$ cat config.mk
export PLATFORM = sky130hd
export DESIGN_NAME = traffic_light_monitor
export DESIGN_NICKNAME = d
export VERILOG_FILES = /design/src/rtl/traffic_light_monitor.sv
export SDC_FILE = /design/constraint.sdc
export NUM_CORES = 1
export LEC_CHECK = 0
export BUFFER_PORTS_ARGS = -buffer_cell sky130_fd_sc_hd__buf_2
export CORE_MARGIN = 2
export CORE_UTILIZATION = 35
export DETAILED_ROUTE_END_ITERATION = 10
export GPL_TIMING_DRIVEN = 0
export HOLD_SLACK_MARGIN = 0.15
export SYNTH_ARGS = -nofsm -noshare
export SYNTH_HDL_FRONTEND = slang
export SYNTH_SLANG_ARGS = --single-unit
export TNS_END_PERCENT = 5
$ cat constraint.sdc
create_clock -name clk -period 3.9 [get_ports clk]
set_input_delay 0.78 -clock clk [delete_from_list [all_inputs] [get_ports clk]]
set_output_delay 0.78 -clock clk [all_outputs]
set_load 0.02 [all_outputs]
$ cat src/rtl/traffic_light_monitor.sv
// ============================================================================
// traffic_light_monitor : passive checker for the four-way light buses
// Rev 1.0
// ============================================================================
`default_nettype none

module traffic_light_monitor #(
  parameter int DWELL = 8
) (
  input  logic       clk,
  input  logic       rst,
  input  logic [1:0] n_lights,
  input  logic [1:0] s_lights,
  input  logic [1:0] e_lights,
  input  logic [1:0] w_lights,
  input  logic       clr_fault,
  output logic [2:0] phase,
  output logic       locked,
  output logic       fault,
  output logic [2:0] fault_code,
  output logic [7:0] rotations
);

  typedef enum logic [1:0] {
    ST_SYNC  = 2'd0,
    ST_TRACK = 2'd1,
    ST_FAULT = 2'd2
  } state_t;

  localparam logic [2:0] FC_ILLEGAL  = 3'd1;
  localparam logic [2:0] FC_CONFLICT = 3'd2;
  localparam logic [2:0] FC_ALL_RED  = 3'd3;
  localparam logic [2:0] FC_SEQUENCE = 3'd4;
  localparam logic [2:0] FC_EARLY    = 3'd5;
  localparam logic [2:0] FC_OVERSTAY = 3'd6;
  localparam logic [7:0] DWELL_LAST  = 8'(DWELL - 1);

  state_t     state_q, state_d;
  logic [2:0] phase_q, phase_d;
  logic [7:0] dwell_q, dwell_d;
  logic [2:0] prev_p_q, prev_p_d;
  logic       prev_valid_q, prev_valid_d;
  logic [2:0] fault_code_q, fault_code_d;
  logic [7:0] rot_q, rot_d;

  logic [3:0] bus_nz;
  logic       is_illegal;
  logic       is_conflict;
  logic       is_all_red;
  logic [1:0] dir;
  logic [1:0] dir_code;
  logic [2:0] p;

  // Bus order within bus_nz doubles as the direction index of the phase.
  always_comb begin
    bus_nz      = {w_lights != 2'b00, e_lights != 2'b00,
                   s_lights != 2'b00, n_lights != 2'b00};
    is_illegal  = (n_lights == 2'b11) || (s_lights == 2'b11) ||
                  (e_lights == 2'b11) || (w_lights == 2'b11);
    is_conflict = !is_illegal && ($countones(bus_nz) > 1);
    is_all_red  = (bus_nz == 4'b0000);
    dir         = 2'd0;
    dir_code    = n_lights;
    if (bus_nz[1]) begin
      dir      = 2'd1;
      dir_code = s_lights;
    end else if (bus_nz[2]) begin
      dir      = 2'd2;
      dir_code = e_lights;
    end else if (bus_nz[3]) begin
      dir      = 2'd3;
      dir_code = w_lights;
    end
    p = {dir, dir_code == 2'b01};
  end

  always_comb begin
    state_d      = state_q;
    phase_d      = phase_q;
    dwell_d      = dwell_q;
    prev_p_d     = prev_p_q;
    prev_valid_d = prev_valid_q;
    fault_code_d = fault_code_q;
    rot_d        = rot_q;

    unique case (state_q)
      ST_SYNC: begin
        if (is_illegal) begin
          state_d      = ST_FAULT;
          fault_code_d = FC_ILLEGAL;
        end else if (is_conflict) begin
          state_d      = ST_FAULT;
          fault_code_d = FC_CONFLICT;
        end else if (is_all_red) begin
          prev_valid_d = 1'b0;
        end else if (prev_valid_q && (p == prev_p_q + 3'd1)) begin
          state_d = ST_TRACK;
          phase_d = p;
          dwell_d = 8'd0;
        end else begin
          prev_p_d     = p;
          prev_valid_d = 1'b1;
        end
      end
      ST_TRACK: begin
        if (is_illegal || is_conflict || is_all_red) begin
          state_d      = ST_FAULT;
          fault_code_d = is_illegal  ? FC_ILLEGAL :
                         is_conflict ? FC_CONFLICT : FC_ALL_RED;
        end else if (p == phase_q) begin
          if (dwell_q == DWELL_LAST) begin
            state_d      = ST_FAULT;
            fault_code_d = FC_OVERSTAY;
          end else if (dwell_q != 8'hFF) begin
            dwell_d = dwell_q + 8'd1;
          end
        end else if (p == phase_q + 3'd1) begin
          if (dwell_q != DWELL_LAST) begin
            state_d      = ST_FAULT;
            fault_code_d = FC_EARLY;
          end else begin
            phase_d = p;
            dwell_d = 8'd0;
            if (p == 3'd0) rot_d = rot_q + 8'd1;
          end
        end else begin
          state_d      = ST_FAULT;
          fault_code_d = FC_SEQUENCE;
        end
      end
      ST_FAULT: begin
        state_d = ST_FAULT;
      end
      default: begin
        state_d = ST_SYNC;
      end
    endcase

    // A clear overrides anything detected on the same sample.
    if (clr_fault) begin
      state_d      = ST_SYNC;
      fault_code_d = 3'd0;
      prev_valid_d = 1'b0;
      phase_d      = phase_q;
      dwell_d      = dwell_q;
      prev_p_d     = prev_p_q;
      rot_d        = rot_q;
    end
  end

  always_ff @(posedge clk or negedge rst) begin
    if (!rst) begin
      state_q      <= ST_SYNC;
      phase_q      <= 3'd0;
      dwell_q      <= 8'd0;
      prev_p_q     <= 3'd0;
      prev_valid_q <= 1'b0;
      fault_code_q <= 3'd0;
      rot_q        <= 8'd0;
    end else begin
      state_q      <= state_d;
      phase_q      <= phase_d;
      dwell_q      <= dwell_d;
      prev_p_q     <= prev_p_d;
      prev_valid_q <= prev_valid_d;
      fault_code_q <= fault_code_d;
      rot_q        <= rot_d;
    end
  end

  assign phase      = phase_q;
  assign locked     = (state_q == ST_TRACK);
  assign fault      = (state_q == ST_FAULT);
  assign fault_code = fault_code_q;
  assign rotations  = rot_q;

endmodule

`default_nettype wire

==> results_dict.tcl, run 1 <==
set metrics [dict create \
    status "complete, no violations" \
    first_iter_violations 100 \
    ys_warn_count 0 \
    synth.top_cells.by_area "dfrtp_1, ha_1, nand2_1, nand3_1, mux2_2" \
    p_leak_nw 1.015 \
    rsz0062_at_grt "no" \
    power.density_cell_area_mw_per_mm2 290.0 \
    max_slew_margin_pct 56.92 \
    cp-end-kind "register" \
    layout.nets 256 \
    syn-cell-area_mm2 0.001907 \
    die_h_um 77.81 \
    totalPowerFinal_mw 0.6369 \
    clock-sinks 28 \
    dr.pass1.iters 4 \
    yosys.area.top_type_share_pct 36.75 \
    layout-drive-gt1-share_pct 20.94 \
    cpPeakStageDelay_ns 0.56 \
    nFillCells 522 \
    fin_cells 304 \
    irDropWorstVdd_mv 0.1876 \
    maxSlewViolCount 0 \
    max_freq_mhz 293.6 \
    vias 1623 \
    insertion_delay_ns 0.28 \
    yosysTopAreaCell "dfrtp_1" \
    worstPathArrival_ns 3.59 \
    tightestPinTransition_ns 0.6462 \
    timing.final.ws_setup_ns 0.4943 \
    crit_type "input pin to register" \
    cts_tree "done" \
    cp_slowest_cell "fa_1" \
    wl_mm 4.232 \
    ys_seq_area_share_pct 36.75 \
    vias_per_cell 5.339 \
    dp_slack_ns 0.1979 \
    grt_remaining_overflow 0 \
    cp_max_fo 10 \
    finalHoldViolations 0 \
    die_area_mm2 0.006054 \
    wl_per_cell_um 13.92 \
    num_antenna_cells 0 \
    finalSetupViolations 0 \
    clock-root-buffer "clkbuf_8" \
    cts_setup_buffers 0 \
    ys_ff_latch 28 \
    dp_cells 300 \
    regArea_um2 700.7 \
    ys_dominant_reg_cell "dfrtp_1" \
    multi_input_area_mm2 0.001172 \
    globalplace.congestion 0.7799 \
    cap_violations 0 \
    grt_max_degree 29 \
    grt_pass1_vias 1588 \
    antenna_found_initial 0 \
    async_flop_share_pct 100.0 \
    cts_resized 0 \
    dp_hpwl_mm 3.173 \
    min_path_type "register to register" \
    final_antenna_net_count 0 \
    syn_to_final_growth_pct 15.16 \
    path_cells "buf_2 > or2_1 > clkbuf_1 > fa_1 > a2111oi_4 > nand4b_2 > nor2_1 > o22ai_2 > or2_4 > o31ai_1" \
    drc 0 \
    synth_fp_nets 225 \
    yosys-top-cells-count "dfrtp_1, nand2_1, nor2_1, nand3_1, a21oi_1" \
    startpoint_type "input pin" \
    tns_ns 0 \
    avgSynthCellArea_um2 9.347 \
    yosysUniqueCellTypes 52 \
    synth_most_common_cell "dfrtp_1" \
    num_rows 26 \
    grtUsageTotal_pct 15.06 \
    synth_edf_count 0 \
    clock_skew_ns 0.009190 \
    initial_core_util_pct 36.87 \
    path_clk_slew_ns 0.10 \
    cts_buffers 3 \
    ios 27 \
    post-route-util_pct 42.45 \
    syn_inst 204 \
    cts-htree-levels 1 \
    cts_hold_buffers 0 \
    period_needed_ns 3.406 \
    cp_top_family "simple AND/OR/NAND/NOR gates" \
    grt_pass1_wl_mm 7.410 \
    die_w_um 77.81 \
    critPathBufInv 2 \
    core_area_mm2 0.005172 \
    cts_buffer_depth 2 \
    post-route-period-util_pct 87.33 \
    numPortBuffers 26 \
    critPathRequiredTime_ns 4.08 \
]
## per-layer routing
metal  GRT usage (%)  wire length (um)  share of wire [%]  up-vias
li1                -                 -                  -      819
met1           21.73              2189                 52      773
met2           23.36              1853                 44       26
met3           2.558               148                3.5        5
met4           3.750                40               0.95        0
met5               0                 0                  0        -
## final timing paths
| path | from | endpoint | slack (ns) | cells after the start |
|---|---|---|---|---|
| setup / recovery | s_lights[1] | dwell_q[3] | 0.49 | 10 |
| hold / removal | rotations[7] | rotations[7] | 0.47 | 1 |
| setup reg to reg | phase[0] | rotations[1] | 1.22 | 7 |
| hold reg to reg | rotations[7] | rotations[7] | 0.47 | 1 |
| max in group asynchronous | rst | dwell_q[0] | 2.96 | 1 |
| min in group asynchronous | rst | state_q[0] | 0.51 | 1 |
## layout by cell type, fill, tap and decap left out, types with 5 or more instances in the layout
| cell | instances |
|---|---|
| nand3_1 | 14 |
| nor2_1 | 17 |
| nand4_1 | 6 |
| mux2_2 | 6 |
| nand2_1 | 19 |
| xnor2_1 | 7 |
| ha_1 | 9 |
| dfrtp_1 | 28 |
| and3_1 | 6 |
| a21oi_1 | 10 |
| o21ai_0 | 8 |
| o21ai_1 | 5 |
| inv_1 | 7 |
| buf_2 | 26 |
## registers in the layout, summed over array words and instances (netlist names)
register / cells
state_q: 2
prev_valid_q: 1
fault_code: 3
phase: 3
dwell_q: 8
prev_p_q: 3
rotations: 8
## where the power goes
group | leakage [nW] | internal, mW | total, mW | switching, mW
registers | 0.384 | 0.301 | 0.310 | 0.00889
logic | 0.595 | 0.0362 | 0.0925 | 0.0563
clock network | 0.0357 | 0.138 | 0.235 | 0.0972
total | 1.01 | 0.474 | 0.637 | 0.162
## kinds of logic (layout without fill, tap and decap cells)
logic type	after synthesis	in the layout	share of synthesized area [%]
adder cells (fa/ha/maj)	10	10	6.956
AO/OA/AOI/OAI	50	50	19.49
XOR/XNOR	9	9	4.134
flip-flops	28	28	36.75
multiplexers	9	9	5.249
buffers and inverters	9	39	1.772
AND/OR/NAND/NOR	89	89	25.66
## layout make-up
class	instances	share of cell area, %
multi-input cells	167	53.39
clock inverters	1	1.368
well taps	70	3.989
repair buffers	26	5.926
flip-flops and latches	28	31.91
clock buffers	3	1.880
inverters	8	1.368
plain buffers	1	0.1709
## per-stage QoR
| step | hold slack (ns) | area, um2 |
|---|---|---|
| floorplan | 0.4716 | 1907 |
| global placement | 0.4577 | 2125 |
| detailed placement | 0.4581 | 2125 |
| CTS | 0.4767 | 2196 |
| global route | 0.5182 | 2196 |
| finish | 0.4697 | 2196 |
(Power assumes the default switching activity.)
==> inputs of run 2 (changes only) <==
- CAP_MARGIN: unset -> 20
- GPL_TIMING_DRIVEN: 0 -> unset
==> run 2 against run 1 <==
  * Worst hold slack worse by 0.00086 ns
  * Sequential cell count unchanged
  * Sequential power is essentially flat
  * Fmax up 5.2%
  * Via count down 1.4%
  * Setup slack improved by 0.17 ns
  * Non-clock buffer count unchanged
  * Clock-buffer cell count stayed put
  * Critical path depth down 3
  * Core utilization grew 0.073 points
  * Critical endpoint is now rotations[1]
==> results_dict.tcl, run 2 (same netlist as run 1, synthesis figures left out) <==
set metrics [dict create \
    finalSetupViolations 0 \
    vias 1601 \
    drc 0 \
    initial_core_util_pct 36.87 \
    rsz0062_at_grt "no" \
    crit_type "input pin to register" \
    syn_to_final_growth_pct 15.35 \
    post-route-util_pct 42.53 \
    numPortBuffers 26 \
    tns_ns 0 \
    path_cells "buf_2 > or2_2 > fa_1 > a2111oi_4 > nand4b_2 > nor3b_2 > mux2_1" \
    cp_max_fo 8 \
    cts_hold_buffers 0 \
    startpoint_type "input pin" \
    cp_top_family "simple AND/OR/NAND/NOR gates" \
    first_iter_violations 89 \
    num_antenna_cells 0 \
    die_area_mm2 0.006054 \
    cts-htree-levels 1 \
    layout.nets 256 \
    irDropWorstVdd_mv 0.1139 \
    min_path_type "register to register" \
    fin_hold_ws_ns 0.4689 \
    status "complete, no violations" \
    nFillCells 535 \
    vias_per_cell 5.266 \
    clock_skew_ns 0.005917 \
    period_needed_ns 3.237 \
    final_area_mm2 0.002200 \
    cts_buffer_depth 2 \
    cts_setup_buffers 0 \
    globalplace.congestion 0.7936 \
    final_common_cell "dfrtp_1" \
    critPathBufInv 1 \
    wl_per_cell_um 14.16 \
    insertion_delay_ns 0.28 \
    clock-root-buffer "clkbuf_8" \
    cpPeakStageDelay_ns 0.56 \
    final_cell_mix "dfrtp_1, buf_2, nand2_1, nor2_1, nand3_1" \
    rrSetupSlack_ns 1.27 \
    p_leak_nw 1.018 \
    tightestPinTransition_ns 0.6399 \
    ios 27 \
    dp_hpwl_mm 3.301 \
    totalPowerFinal_mw 0.6311 \
    grt_pass1_wl_mm 7.417 \
    path_clk_slew_ns 0.10 \
    regArea_um2 700.7 \
    maxSlewViolCount 0 \
    grt_max_degree 29 \
    core_area_mm2 0.005172 \
    power.density_cell_area_mw_per_mm2 286.9 \
    grtUsageTotal_pct 15.01 \
    post-route-period-util_pct 82.99 \
    max_slew_margin_pct 57.34 \
    wl_mm 4.305 \
    antenna_found_initial 0 \
    finalHoldViolations 0 \
    cts_resized 0 \
    cp-end-kind "register" \
    num_rows 26 \
    die_h_um 77.81 \
    place_area_mm2 0.002128 \
    cts_buffers 3 \
    final_antenna_net_count 0 \
    layout-drive-gt1-share_pct 21.37 \
    max_freq_mhz 309.0 \
    die_w_um 77.81 \
    cts_tree "done" \
    critPathRequiredTime_ns 4.07 \
    worstPathArrival_ns 3.41 \
    cp_slowest_cell "fa_1" \
    grt_remaining_overflow 0 \
    dr.pass1.iters 4 \
    cap_violations 0 \
    grt_pass1_vias 1508 \
    multi_input_area_mm2 0.001172 \
    clock-sinks 28 \
]
==> run 2: cell types whose count changed in the layout (fill, tap and decap cells not counted), sizes merged <==
cell    before  now
buf         26   27
clkbuf       4    3
==> run 2: cell type report <==
| class | count | share of cell area (%) |
|---|---|---|
| well taps | 70 | 3.982 |
| multi-input cells | 167 | 53.30 |
| flip-flops and latches | 28 | 31.85 |
| repair buffers | 27 | 6.257 |
| clock inverters | 1 | 1.365 |
| inverters | 8 | 1.365 |
| clock buffers | 3 | 1.877 |
==> run 2: worst paths after layout <==
| check | startpoint | to | cells after the start |
|---|---|---|---|
| min reg2reg | rotations[7] | rotations[7] | 1 |
| max reg2reg | phase[1] | rotations[1] | 7 |
| max in group asynchronous | rst | prev_p_q[0] | 1 |
| min in group asynchronous | rst | rotations[4] | 1 |
| max | w_lights[1] | rotations[1] | 7 |
| min | rotations[7] | rotations[7] | 1 |
==> run 2: stage by stage <==
stage | cells | setup slack, ns
6_report | 304 | 0.6635
5_1_grt | 304 | 0.4902
4_1_cts | 304 | 0.6635
3_5_place_dp | 300 | 0.3874
3_3_place_gp | 300 | 0.4330
2_1_floorplan | 204 | 0.6752
==> run 2: report_power, final <==
part | total [mW] | switching [mW] | internal [mW]
logic | 0.0932 | 0.0571 | 0.0361
registers | 0.309 | 0.00816 | 0.301
clock network | 0.229 | 0.0914 | 0.138
total | 0.631 | 0.157 | 0.474
==> run 2: routing by layer <==
metal	track usage, %	vias to the layer above	share of wire (%)
li1	-	812	-
met1	21.65	745	50
met2	23.62	39	45
met3	2.093	5	3.6
met4	3.750	0	1.1
met5	0	-	0
==> inputs of run 3 (changes only) <==
- clock period: 3.9 -> 2.86 ns (I/O delays scaled with it)
==> run 3 against run 2 <==
  * Critical path depth grew 2
  * Register-to-register slack worse by 0.97 ns
  * Sequential cell count did not move
  * Clock power is 34% higher
  * Critical endpoint is now phase[2]
  * Largest cell class unchanged
  * Global-route usage grew 0.77 points
  * First-iteration DRC count is 28% higher
  * Sequential power grew 36%
==> results_dict.tcl, run 3 (same netlist as run 1, synthesis figures left out) <==
set metrics [dict create \
    status "complete, no violations" \
    tightestPinTransition_ns 0.6416 \
    startpoint_type "input pin" \
    final_area_mm2 0.002401 \
    ios 27 \
    die_h_um 77.81 \
    clock-sinks 28 \
    vias 1746 \
    grtUsageMet1_pct 22.64 \
    final_antenna_net_count 0 \
    cap_violations 0 \
    wl_per_cell_um 13.55 \
    power.density_cell_area_mw_per_mm2 362.0 \
    finalHoldViolations 0 \
    nFillCells 496 \
    antenna_found_initial 0 \
    first_iter_violations 114 \
    p_leak_nw 1.155 \
    cts_buffer_depth 2 \
    num_antenna_cells 0 \
    insertion_delay_ns 0.27 \
    period_needed_ns 2.728 \
    max_freq_mhz 366.6 \
    grt_util_met3_pct 1.744 \
    grt_pass1_vias 1630 \
    tns_ns 0 \
    grtUsageTotal_pct 15.78 \
    cp_max_fo 3 \
    grt_remaining_overflow 0 \
    globalplace.congestion 0.8320 \
    cts_tree "done" \
    layout-drive-gt1-share_pct 30.35 \
    post-route-util_pct 46.42 \
    switchingPower_mw 0.2102 \
    initial_core_util_pct 36.87 \
    final_common_cell "dfrtp_1" \
    cts_hold_buffers 0 \
    pwr-share-comb_pct 16.1 \
    timing.final.ws_setup_ns 0.1320 \
    post-route-period-util_pct 95.38 \
    syn_to_final_growth_pct 25.92 \
    crit_type "input pin to register" \
    use_met2_pct 26.03 \
    maxSlewViolCount 0 \
    min_path_type "input pin to asynchronous set/reset pin" \
    worstPathArrival_ns 2.89 \
    numPortBuffers 26 \
    path_clk_slew_ns 0.10 \
    dr.pass1.iters 4 \
    cts_buffers 3 \
    num_rows 26 \
    irDropWorstVdd_mv 0.1520 \
    cts_setup_buffers 0 \
    busiest_layer "met2" \
    dp_hpwl_mm 3.454 \
    p_seq_share_pct 48.5 \
    finalSetupViolations 0 \
    cts-htree-levels 1 \
    cp-end-kind "register" \
    place_area_mm2 0.002310 \
    grt_pass1_wl_mm 7.859 \
    p_clk_share_pct 35.5 \
    dp_cells 323 \
    p_int_mw 0.6589 \
    dp_slack_ns -0.2715 \
    max_slew_margin_pct 57.22 \
    critPathRequiredTime_ns 3.02 \
    die_area_mm2 0.006054 \
    die_w_um 77.81 \
    core_area_mm2 0.005172 \
    grt_max_degree 29 \
    clock_skew_ns 0.003335 \
    rsz0062_at_grt "yes" \
    clock-root-buffer "clkbuf_8" \
    final_cell_mix "dfrtp_1, buf_2, buf_4, nand2_1, nor2_1" \
    drc 0 \
    fin_cells 327 \
    p_sw_share_pct 24.18 \
    layout.nets 279 \
    wl_mm 4.431 \
    vias_per_cell 5.339 \
]
[run 3: cell type report]
| cell class | instances | area (um2) | share of cell area [%] |
|---|---|---|---|
| clock inverters | 1 | 30.03 | 1.251 |
| well taps | 70 | 87.58 | 3.648 |
| inverters | 8 | 30.03 | 1.251 |
| flip-flops and latches | 28 | 700.7 | 29.18 |
| repair buffers | 50 | 310.3 | 12.92 |
| clock buffers | 3 | 41.29 | 1.720 |
| multi-input cells | 167 | 1201 | 50.03 |
[run 3: critical path, cell delays in order]
cell and delay, ns:
buf_2 0.10, or2_2 0.32, fa_2 0.51, a2111oi_4 0.39, nand4b_1 0.19, a221oi_2 0.24
or2_2 0.18, nand2_1 0.07, mux2_1 0.31
[run 3: through the flow]
step	hold WS, ns	total power [mW]
after floorplan	0.2764	0.5110
after global placement	0.4561	0.5678
after detailed placement	0.4688	0.5684
after CTS	0.3324	0.8811
after global routing	0.3526	0.9183
final	0.3110	0.8691
[run 3: worst paths after layout]
kind	endpoint	slack, ns	startpoint	cells after the start
worst min register to register	rotations[7]	0.48	rotations[7]	1
worst min-delay path	rotations[1]	0.31	rst	1
worst max register to register	fault_code[1]	0.30	phase[0]	8
worst max-delay path	phase[2]	0.13	n_lights[0]	9
max in group asynchronous	dwell_q[4]	2.13	rst	1
min in group clk	rotations[7]	0.48	rotations[7]	1
[run 3: metal layers]
metal | vias to the layer above | wire length [um]
met5 | - | 0
met4 | 0 | 17
met3 | 2 | 131
met2 | 30 | 2120
met1 | 851 | 2162
li1 | 863 | -
[run 3: power by group through the flow]
stage | clock (mW) | sequential [mW] | combinational (mW)
5_1_grt | 0.336 | 0.424 | 0.159
3_5_place_dp | 0 | 0.429 | 0.139
2_1_floorplan | 0 | 0.431 | 0.0799
6_report | 0.308 | 0.421 | 0.140
4_1_cts | 0.320 | 0.421 | 0.140
3_3_place_gp | 0 | 0.429 | 0.139
[run 3: what timing repair did]
action / CTS / global route
hold endpoints to repair: 0 / 0
resized for setup: 0 / 8
endpoints found under the setup margin: 0 / 14
